`src/rtl/mbisr_repair_map.sv`:
```
// mbisr_repair_map: allocates spare words to MBIST-reported failing
// addresses, then translates functional lookups to array or spare slot.
//
// Ports:
//   clk, rst_n (sync, active-low), clr (sync clear of map and status)
//   fail_valid/fail_addr/fail_ready : fail-report intake from MBIST
//   lock                            : MBIST done pulse, freezes the map
//   req_valid/req_addr              : functional lookup request
//   map_valid/map_spare/map_idx     : registered lookup result
//   used_cnt, locked, overflow      : repair status
//   hit_cnt                         : remapped-lookup counter
//
// Optional feature macro: MBISR_HIT_CNT_EN
//   defined   -> hit_cnt counts cycles with map_valid & map_spare,
//                saturating at 255
//   undefined -> hit_cnt tied to 0, no counter flops
module mbisr_repair_map #(
    parameter int ADDR_W = 4,
    parameter int SPARES = 2
) (
    input  logic              clk,
    input  logic              rst_n,
    input  logic              clr,
    input  logic              fail_valid,
    input  logic [ADDR_W-1:0] fail_addr,
    output logic              fail_ready,
    input  logic              lock,
    input  logic              req_valid,
    input  logic [ADDR_W-1:0] req_addr,
    output logic              map_valid,
    output logic              map_spare,
    output logic [1:0]        map_idx,
    output logic [2:0]        used_cnt,
    output logic              locked,
    output logic              overflow,
    output logic [7:0]        hit_cnt
);

    typedef enum logic [1:0] {
        S_LOG  = 2'd0,
        S_OVF  = 2'd1,
        S_LOCK = 2'd2
    } state_t;

    state_t            state;
    logic [SPARES-1:0] ent_v;
    logic [ADDR_W-1:0] ent_tag [SPARES];

    logic       fail_hit;
    logic       req_hit;
    logic [1:0] req_idx;
    logic       is_new;
    logic       full;

    // Descending scan so the lowest matching entry wins.
    always_comb begin
        fail_hit = 1'b0;
        req_hit  = 1'b0;
        req_idx  = 2'd0;
        for (int i = SPARES - 1; i >= 0; i--) begin
            if (ent_v[i] && ent_tag[i] == fail_addr) begin
                fail_hit = 1'b1;
            end
            if (ent_v[i] && ent_tag[i] == req_addr) begin
                req_hit = 1'b1;
                req_idx = 2'(i);
            end
        end
    end

    assign is_new     = fail_valid && !fail_hit;
    assign full       = (used_cnt == 3'(SPARES));
    assign fail_ready = (state != S_LOCK);
    assign locked     = (state == S_LOCK);

    always_ff @(posedge clk) begin
        if (!rst_n || clr) begin
            state     <= S_LOG;
            ent_v     <= '0;
            used_cnt  <= 3'd0;
            overflow  <= 1'b0;
            map_valid <= 1'b0;
            map_spare <= 1'b0;
            map_idx   <= 2'd0;
            for (int i = 0; i < SPARES; i++) begin
                ent_tag[i] <= '0;
            end
        end else begin
            // Lookup sees the map as it was before this edge.
            map_valid <= req_valid;
            if (req_valid) begin
                map_spare <= req_hit;
                map_idx   <= req_hit ? req_idx : 2'd0;
            end

            unique case (state)
                S_LOG: begin
                    if (is_new && !full) begin
                        for (int i = 0; i < SPARES; i++) begin
                            if (3'(i) == used_cnt) begin
                                ent_v[i]   <= 1'b1;
                                ent_tag[i] <= fail_addr;
                            end
                        end
                        used_cnt <= used_cnt + 3'd1;
                    end else if (is_new && full) begin
                        overflow <= 1'b1;
                        state    <= S_OVF;
                    end
                    // An overflow in the lock cycle wins; lock is dropped.
                    if (lock && !(is_new && full)) begin
                        state <= S_LOCK;
                    end
                end
                S_OVF: begin
                    if (lock) begin
                        state <= S_LOCK;
                    end
                end
                S_LOCK: begin
                    state <= S_LOCK;
                end
                default: begin
                    state <= S_LOG;
                end
            endcase
        end
    end

`ifdef MBISR_HIT_CNT_EN
    always_ff @(posedge clk) begin
        if (!rst_n || clr) begin
            hit_cnt <= 8'd0;
        end else if (map_valid && map_spare && hit_cnt != 8'hFF) begin
            hit_cnt <= hit_cnt + 8'd1;
        end
    end
`else
    assign hit_cnt = 8'd0;
`endif

endmodule

```
`config.mk`:
```
export PLATFORM = sky130hd
export DESIGN_NAME = mbisr_repair_map
export DESIGN_NICKNAME = d
export VERILOG_FILES = /design/src/rtl/mbisr_repair_map.sv
export SDC_FILE = /design/constraint.sdc
export NUM_CORES = 1
export LEC_CHECK = 0
export CELL_PAD_IN_SITES_DETAIL_PLACEMENT = 1
export CELL_PAD_IN_SITES_GLOBAL_PLACEMENT = 1
export CORE_MARGIN = 2
export CORE_UTILIZATION = 30
export DETAILED_ROUTE_END_ITERATION = 8
export PLACE_DENSITY_LB_ADDON = 0.2
export SLEW_MARGIN = 20
export SYNTH_ARGS = -nofsm -noshare
export SYNTH_HDL_FRONTEND = slang
export SYNTH_SLANG_ARGS = --single-unit
```
`constraint.sdc`:
```
create_clock -name clk -period 5.3 [get_ports clk]
set_input_delay 1.06 -clock clk [delete_from_list [all_inputs] [get_ports clk]]
set_output_delay 1.06 -clock clk [all_outputs]
set_load 0.1 [all_outputs]
```
==> metrics.yaml, run 1 <==
route:
  routedWlPerCell_um: 13.6
  drt_iter0_markers: 14
  drcViolationCount: 0
  drt_pass1_iterations: 4
  vias: 863
  viasPerCell: 4.57
  ant_nets: 0
  routed_wl_um: 2570
setup_path:
  cp_top_family: "buffers and inverters"
  arrival_ns: 2.10
  slowest_stage: "clkdlybuf4s50_1"
  crit_top_cell: "inv_1"
  critical_path.endpoint_type: "primary output"
  max_stage_delay_ns: 1.12
  cp_num_buf_inv: 3
  cp_cell_sequence: "inv_1, ha_1, inv_1, clkdlybuf4s50_1"
  path_class: "reg -> out"
  cp_max_fo: 4
  cp-start-kind: "flip-flop"
  cp.required_ns: 4.24
power:
  p_int_w: 0.000237
  powerDensity_mw_per_mm2: 254
  total_leakage_power_nw: 0.561
  pwr-share-clk_pct: 29.1
  comb_power_share_pct: 25.1
  power_frac_seq_pct: 45.8
  switching_share_pct: 34.6
  switchingPower_w: 0.000125
  ir_worst_vdd_uv: 94.5
yosys:
  yosys_warnings: 0
  synth-seq-cells: 19
  synth_edf_count: 8
  syn_area_per_cell_sq_um: 9.72
  synth_cell_type_count: 28
  ys_seq_area_share_pct: 40.1
  netlist_area_sq_mm: 0.00115
  netlist_instances: 118
  synthArstFlopShare_pct: 0
  ys.flop_type: "dfxtp_1"
sta:
  worst_slew_pin_slew_ns: 0.974
  rsz0062_at_grt: "false"
  finalClockSkew_ns: 0.00194
  final.period_utilization_pct: 59.7
  fin_setup_tns_ns: 0
  hold_viol: 0
  slew_violations: 0
  setup-violations-final: 0
  timing.fmax_mhz: 316
  period_minus_slack_ns: 3.16
  maxSlewHeadroom_pct: 34.9
layout:
  layout_common_cells: "clkdlybuf4s50_1, xor2_1, dfxtp_1"
  drive_above_1_share_pct: 4.26
  nets: 164
  diodes: 0
  instances_no_fill: 189
  utilization_pct: 39.0
  area_growth_pct: 24.5
  final_common_cell: "clkdlybuf4s50_1"
global_route:
  grt-ovfl-total: 0
  antenna_found_initial: 0
  grt_pass1_vias: 894
  grt_max_degree: 12
  grt_pass1_wl_um: 4230
  grt_util_all_layers_pct: 13.7
placement:
  port_buffers: 22
  routabilityCongestion: 0.732
  dp_hpwl_um: 2100
  dp.cells: 185
clock_network:
  ctsRootBufferMaster: "clkbuf_8"
  tritoncts: "built"
  cts_max_path_buffers: 2
  cts_buffers: 3
  ctsResizeCount: 0
  clk_pin_slew_ns: 0.07
  postCtsSetupRepairBufs: 0
  h-tree-depth: 1
  cts.sinks: 19
  cts.hold.buffers_added: 0
  clock_latency_ns: 0.26
die:
  die_w_um: 65.8
  core_sq_mm: 0.00366
  die-area_sq_mm: 0.00433
  initial_core_util_pct: 31.3
  die_h_um: 65.8
  io_pins: 32
  row_count: 22
run:
  max_cap_violations: 0
status:
  status: "finished clean"
hold_path:
  min_path_type: "reg -> reg"
area by class of cell:
type / count / area, sq um
multi-input cells: 87 / 608
repair buffers: 22 / 220
inverters: 9 / 33.8
flip-flops and latches: 19 / 460
well taps: 48 / 60.1
clock buffers: 3 / 41.3
fillers: 425 / 2230
clock inverters: 1 / 5.00
worst register-to-register path, delay by kind of cell, from the launching register on:
kind,cells,cell delay (ns)
XOR/XNOR,1,0.18
flip-flops,1,0.45
AO/OA/AOI/OAI,2,0.77
AND/OR/NAND/NOR,2,0.30
sequential cells by signal, summed over array words and instances (netlist names):
register / flops
map_spare: 1
ent_v: 2
state: 2
used_cnt: 3
map_idx: 1
overflow: 1
ent_tag: 8
map_valid: 1
synthesized netlist by cell type (2+ instances only):
| library cell | n | area [sq um] |
|---|---|---|
| o41ai_1 | 2 | 17.5 |
| nor3_1 | 4 | 20.0 |
| o21ai_0 | 7 | 35.0 |
| buf_4 | 9 | 67.6 |
| xnor2_1 | 5 | 43.8 |
| nand2_1 | 4 | 15.0 |
| dfxtp_1 | 11 | 220 |
| nor2b_1 | 2 | 12.5 |
| nand3_1 | 5 | 25.0 |
| inv_1 | 9 | 33.8 |
| o31ai_1 | 2 | 15.0 |
| clkbuf_1 | 2 | 7.51 |
| a21oi_1 | 4 | 20.0 |
| ha_1 | 8 | 100 |
| xor2_1 | 12 | 105 |
| nor2_1 | 7 | 26.3 |
| and2_1 | 4 | 25.0 |
| edfxtp_1 | 8 | 240 |
| nand2b_1 | 4 | 25.0 |
stage by stage:
step                instance area, sq um  hold slack, ns  power (W)  setup slack, ns
floorplan                           1180           0.461   0.000242             2.36
global placement                    1380           0.450   0.000259             2.19
detailed placement                  1380           0.464   0.000261             2.09
CTS                                 1430           0.486   0.000366             2.12
global route                        1430           0.506   0.000381             2.04
finish                              1430           0.482   0.000363             2.14
power by group through the flow:
stage               clock network (W)  registers [W]  logic (W)
global placement                    0       0.000169  0.0000901
detailed placement                  0       0.000170  0.0000912
finish                       0.000106       0.000166  0.0000910
global route                 0.000117       0.000167  0.0000973
floorplan                           0       0.000176  0.0000662
CTS                          0.000108       0.000166  0.0000915
worst paths after layout:
kind / start / end / slack [ns] / cells after the start
setup / recovery: state[0] / fail_ready / 2.14 / 4
hold / removal: overflow / overflow / 0.48 / 1
setup reg to reg: ent_tag[0][0] / ent_tag[0][0] / 3.26 / 5
hold reg to reg: overflow / overflow / 0.48 / 1
routing by layer:
metal | vias to the layer above | routed length (um) | share of wire, % | track usage (%)
met1 | 408 | 1180 | 46 | 17.0
li1 | 425 | - | - | -
met3 | 5 | 133 | 5.2 | 3.92
met4 | 0 | 66 | 2.6 | 7.81
met2 | 25 | 1190 | 46 | 21.1
met5 | - | 0 | 0 | 0
kinds of logic (layout without fill, tap and decap cells):
| family | Yosys count | count (layout) | synth area share (%) |
|---|---|---|---|
| compound gates | 20 | 20 | 12.3 |
| other cells | 1 | 9 | 0.327 |
| xor+xnor | 17 | 17 | 13.0 |
| buf+inv | 20 | 35 | 9.49 |
| simple gates | 33 | 33 | 16.0 |
| fa+ha+maj | 8 | 8 | 8.72 |
| flops | 19 | 19 | 40.1 |
(Power assumes the default switching activity.)
==> run 2: changes to the inputs <==
clock period = 3.3 ns   (was 5.3 ns; I/O delays follow)
==> metrics.yaml, run 2 (synthesis gave the netlist of run 1 again) <==
route:
  routedWlPerCell_um: 13.4  # -1.4%
  drcViolationCount: 0  # unchanged
  vias: 872  # +1.0%
  ant_nets: 0  # unchanged
  routed_wl_um: 2550  # -0.90%
  drt_pass1_iterations: 4  # unchanged
  viasPerCell: 4.59  # +0.51%
  drt_iter0_markers: 19  # +5
power:
  powerDensity_mw_per_mm2: 409  # +61%
  ir_worst_vdd_uv: 156  # +65%
  pwr-share-clk_pct: 28.6  # -0.5 points
  switchingPower_w: 0.000198  # +58%
  power_frac_seq_pct: 46.0  # +0.2 points
  p_int_w: 0.000381  # +60%
  switching_share_pct: 34.2  # -0.35 points
  comb_power_share_pct: 25.4  # +0.3 points
  p_total_w: 0.000579  # +60%
  total_leakage_power_nw: 0.581  # +3.7%
global_route:
  grt_pass1_wl_um: 4310  # +2.0%
  grt_util_all_layers_pct: 13.2  # -0.47 points
  grt-ovfl-total: 0  # unchanged
  grt_pass1_vias: 891  # -0.34%
  grt_max_degree: 12  # unchanged
  antenna_found_initial: 0  # unchanged
sta:
  holdWs_ns: 0.474  # -0.00807 ns
  rsz0062_at_grt: "false"
  worst_slew_pin_slew_ns: 0.521  # -0.453 ns
  slew_violations: 0  # unchanged
  fin_setup_tns_ns: 0  # unchanged
  period_minus_slack_ns: 2.48
  final.period_utilization_pct: 75.3
  setup-violations-final: 0  # unchanged
  timing.fmax_mhz: 402
  finalClockSkew_ns: 0.00309  # +0.00115 ns
  maxSlewHeadroom_pct: 64.9  # +30 points
  hold_viol: 0  # unchanged
clock_network:
  cts.sinks: 19  # unchanged
  ctsRootBufferMaster: "clkbuf_8"
  cts.hold.buffers_added: 0  # unchanged
  ctsResizeCount: 0  # unchanged
  tritoncts: "built"
  clk_pin_slew_ns: 0.07  # about the same
  postCtsSetupRepairBufs: 0  # unchanged
  h-tree-depth: 1  # unchanged
  cts_buffers: 3  # unchanged
  cts_max_path_buffers: 2  # unchanged
  clock_latency_ns: 0.26  # about the same
setup_path:
  path_class: "in -> reg"
  cp-start-kind: "input port"
  arrival_ns: 2.39  # +0.29 ns
  cp.required_ns: 3.20  # -1.04 ns
  cp_max_fo: 9  # +5
  critical_path.endpoint_type: "flip-flop"
layout:
  design_area_sq_mm: 0.00141  # -1.1%
  drive_above_1_share_pct: 11.3  # +7.0 points
  final_common_cell: "clkdlybuf4s50_1"
  diodes: 0  # unchanged
  largest_register_ffs: 8  # unchanged
  area_growth_pct: 23.2
  nets: 165  # +0.61%
  layout_common_cells: "clkdlybuf4s50_1, xor2_1, dfxtp_1"
  largest-register: "ent_tag"
  reg.largest.list: "ent_tag x8, used_cnt x3"
  fillers: 416  # -2.1%
status:
  status: "finished clean"
placement:
  port_buffers: 22  # unchanged
  place_area_sq_mm: 0.00137  # -1.1%
  dp_hpwl_um: 2130  # +1.4%
  routabilityCongestion: 0.736  # +0.55%
die:
  die-area_sq_mm: 0.00433  # unchanged
  die_w_um: 65.8  # unchanged
  io_pins: 32  # unchanged
  row_count: 22  # unchanged
  core_sq_mm: 0.00366  # unchanged
  die_h_um: 65.8  # unchanged
  initial_core_util_pct: 31.3  # unchanged
run:
  max_cap_violations: 0  # unchanged
hold_path:
  min_path_type: "reg -> reg"
[run 2: worst max-delay path, cell delays in order]
cell and delay [ns]:
clkdlybuf4s50_1 0.53, xor2_1 0.16, nor3_1 0.10, a31oi_4 0.26, nand4_4 0.19, o21ai_0 0.49
[run 2: worst paths after layout]
check,to,cells after the start,start,slack (ns)
hold / removal,overflow,1,overflow,0.47
setup reg to reg,ent_tag[0][2],5,ent_tag[0][3],1.32
setup / recovery,ent_tag[0][2],6,fail_addr[3],0.82
hold reg to reg,overflow,1,overflow,0.47
[run 2: layer usage]
metal	routed length, um	global-route usage [%]	vias to the layer above
met2	1160	21.7	20
met5	0	0	-
met4	31	4.69	0
met1	1260	17.6	420
met3	97	2.04	4
li1	-	-	428
[run 2: final cells by class]
class                           instances  area [sq um]  area share, %
Clock inverter                          1          5.00          0.354
Tap cell                               48          60.1           4.25
Timing Repair Buffer                   23           205           14.5
Inverter                                9          33.8           2.39
Clock buffer                            3          41.3           2.92
Sequential cell                        19           460           32.6
Multi-Input combinational cell         87           608           43.0
[run 2: per-stage QoR]
stage / worst slack, ns / utilization (%) / std cells
final: 0.815 / 38.6 / 190
after CTS: 0.793 / 38.6 / 190
after detailed placement: 0.513 / 37.4 / 186
after global placement: 0.578 / 37.4 / 186
after floorplan: 0.759 / - / 126
after global routing: 0.685 / 38.6 / 190
[run 2: power by group through the flow]
stage	Combinational (W)	Clock (W)	Sequential, W
final	0.000147	0.000165	0.000266
after global routing	0.000158	0.000178	0.000268
after CTS	0.000148	0.000170	0.000267
after detailed placement	0.000148	0	0.000272
after global placement	0.000145	0	0.000272
after floorplan	0.000106	0	0.000282
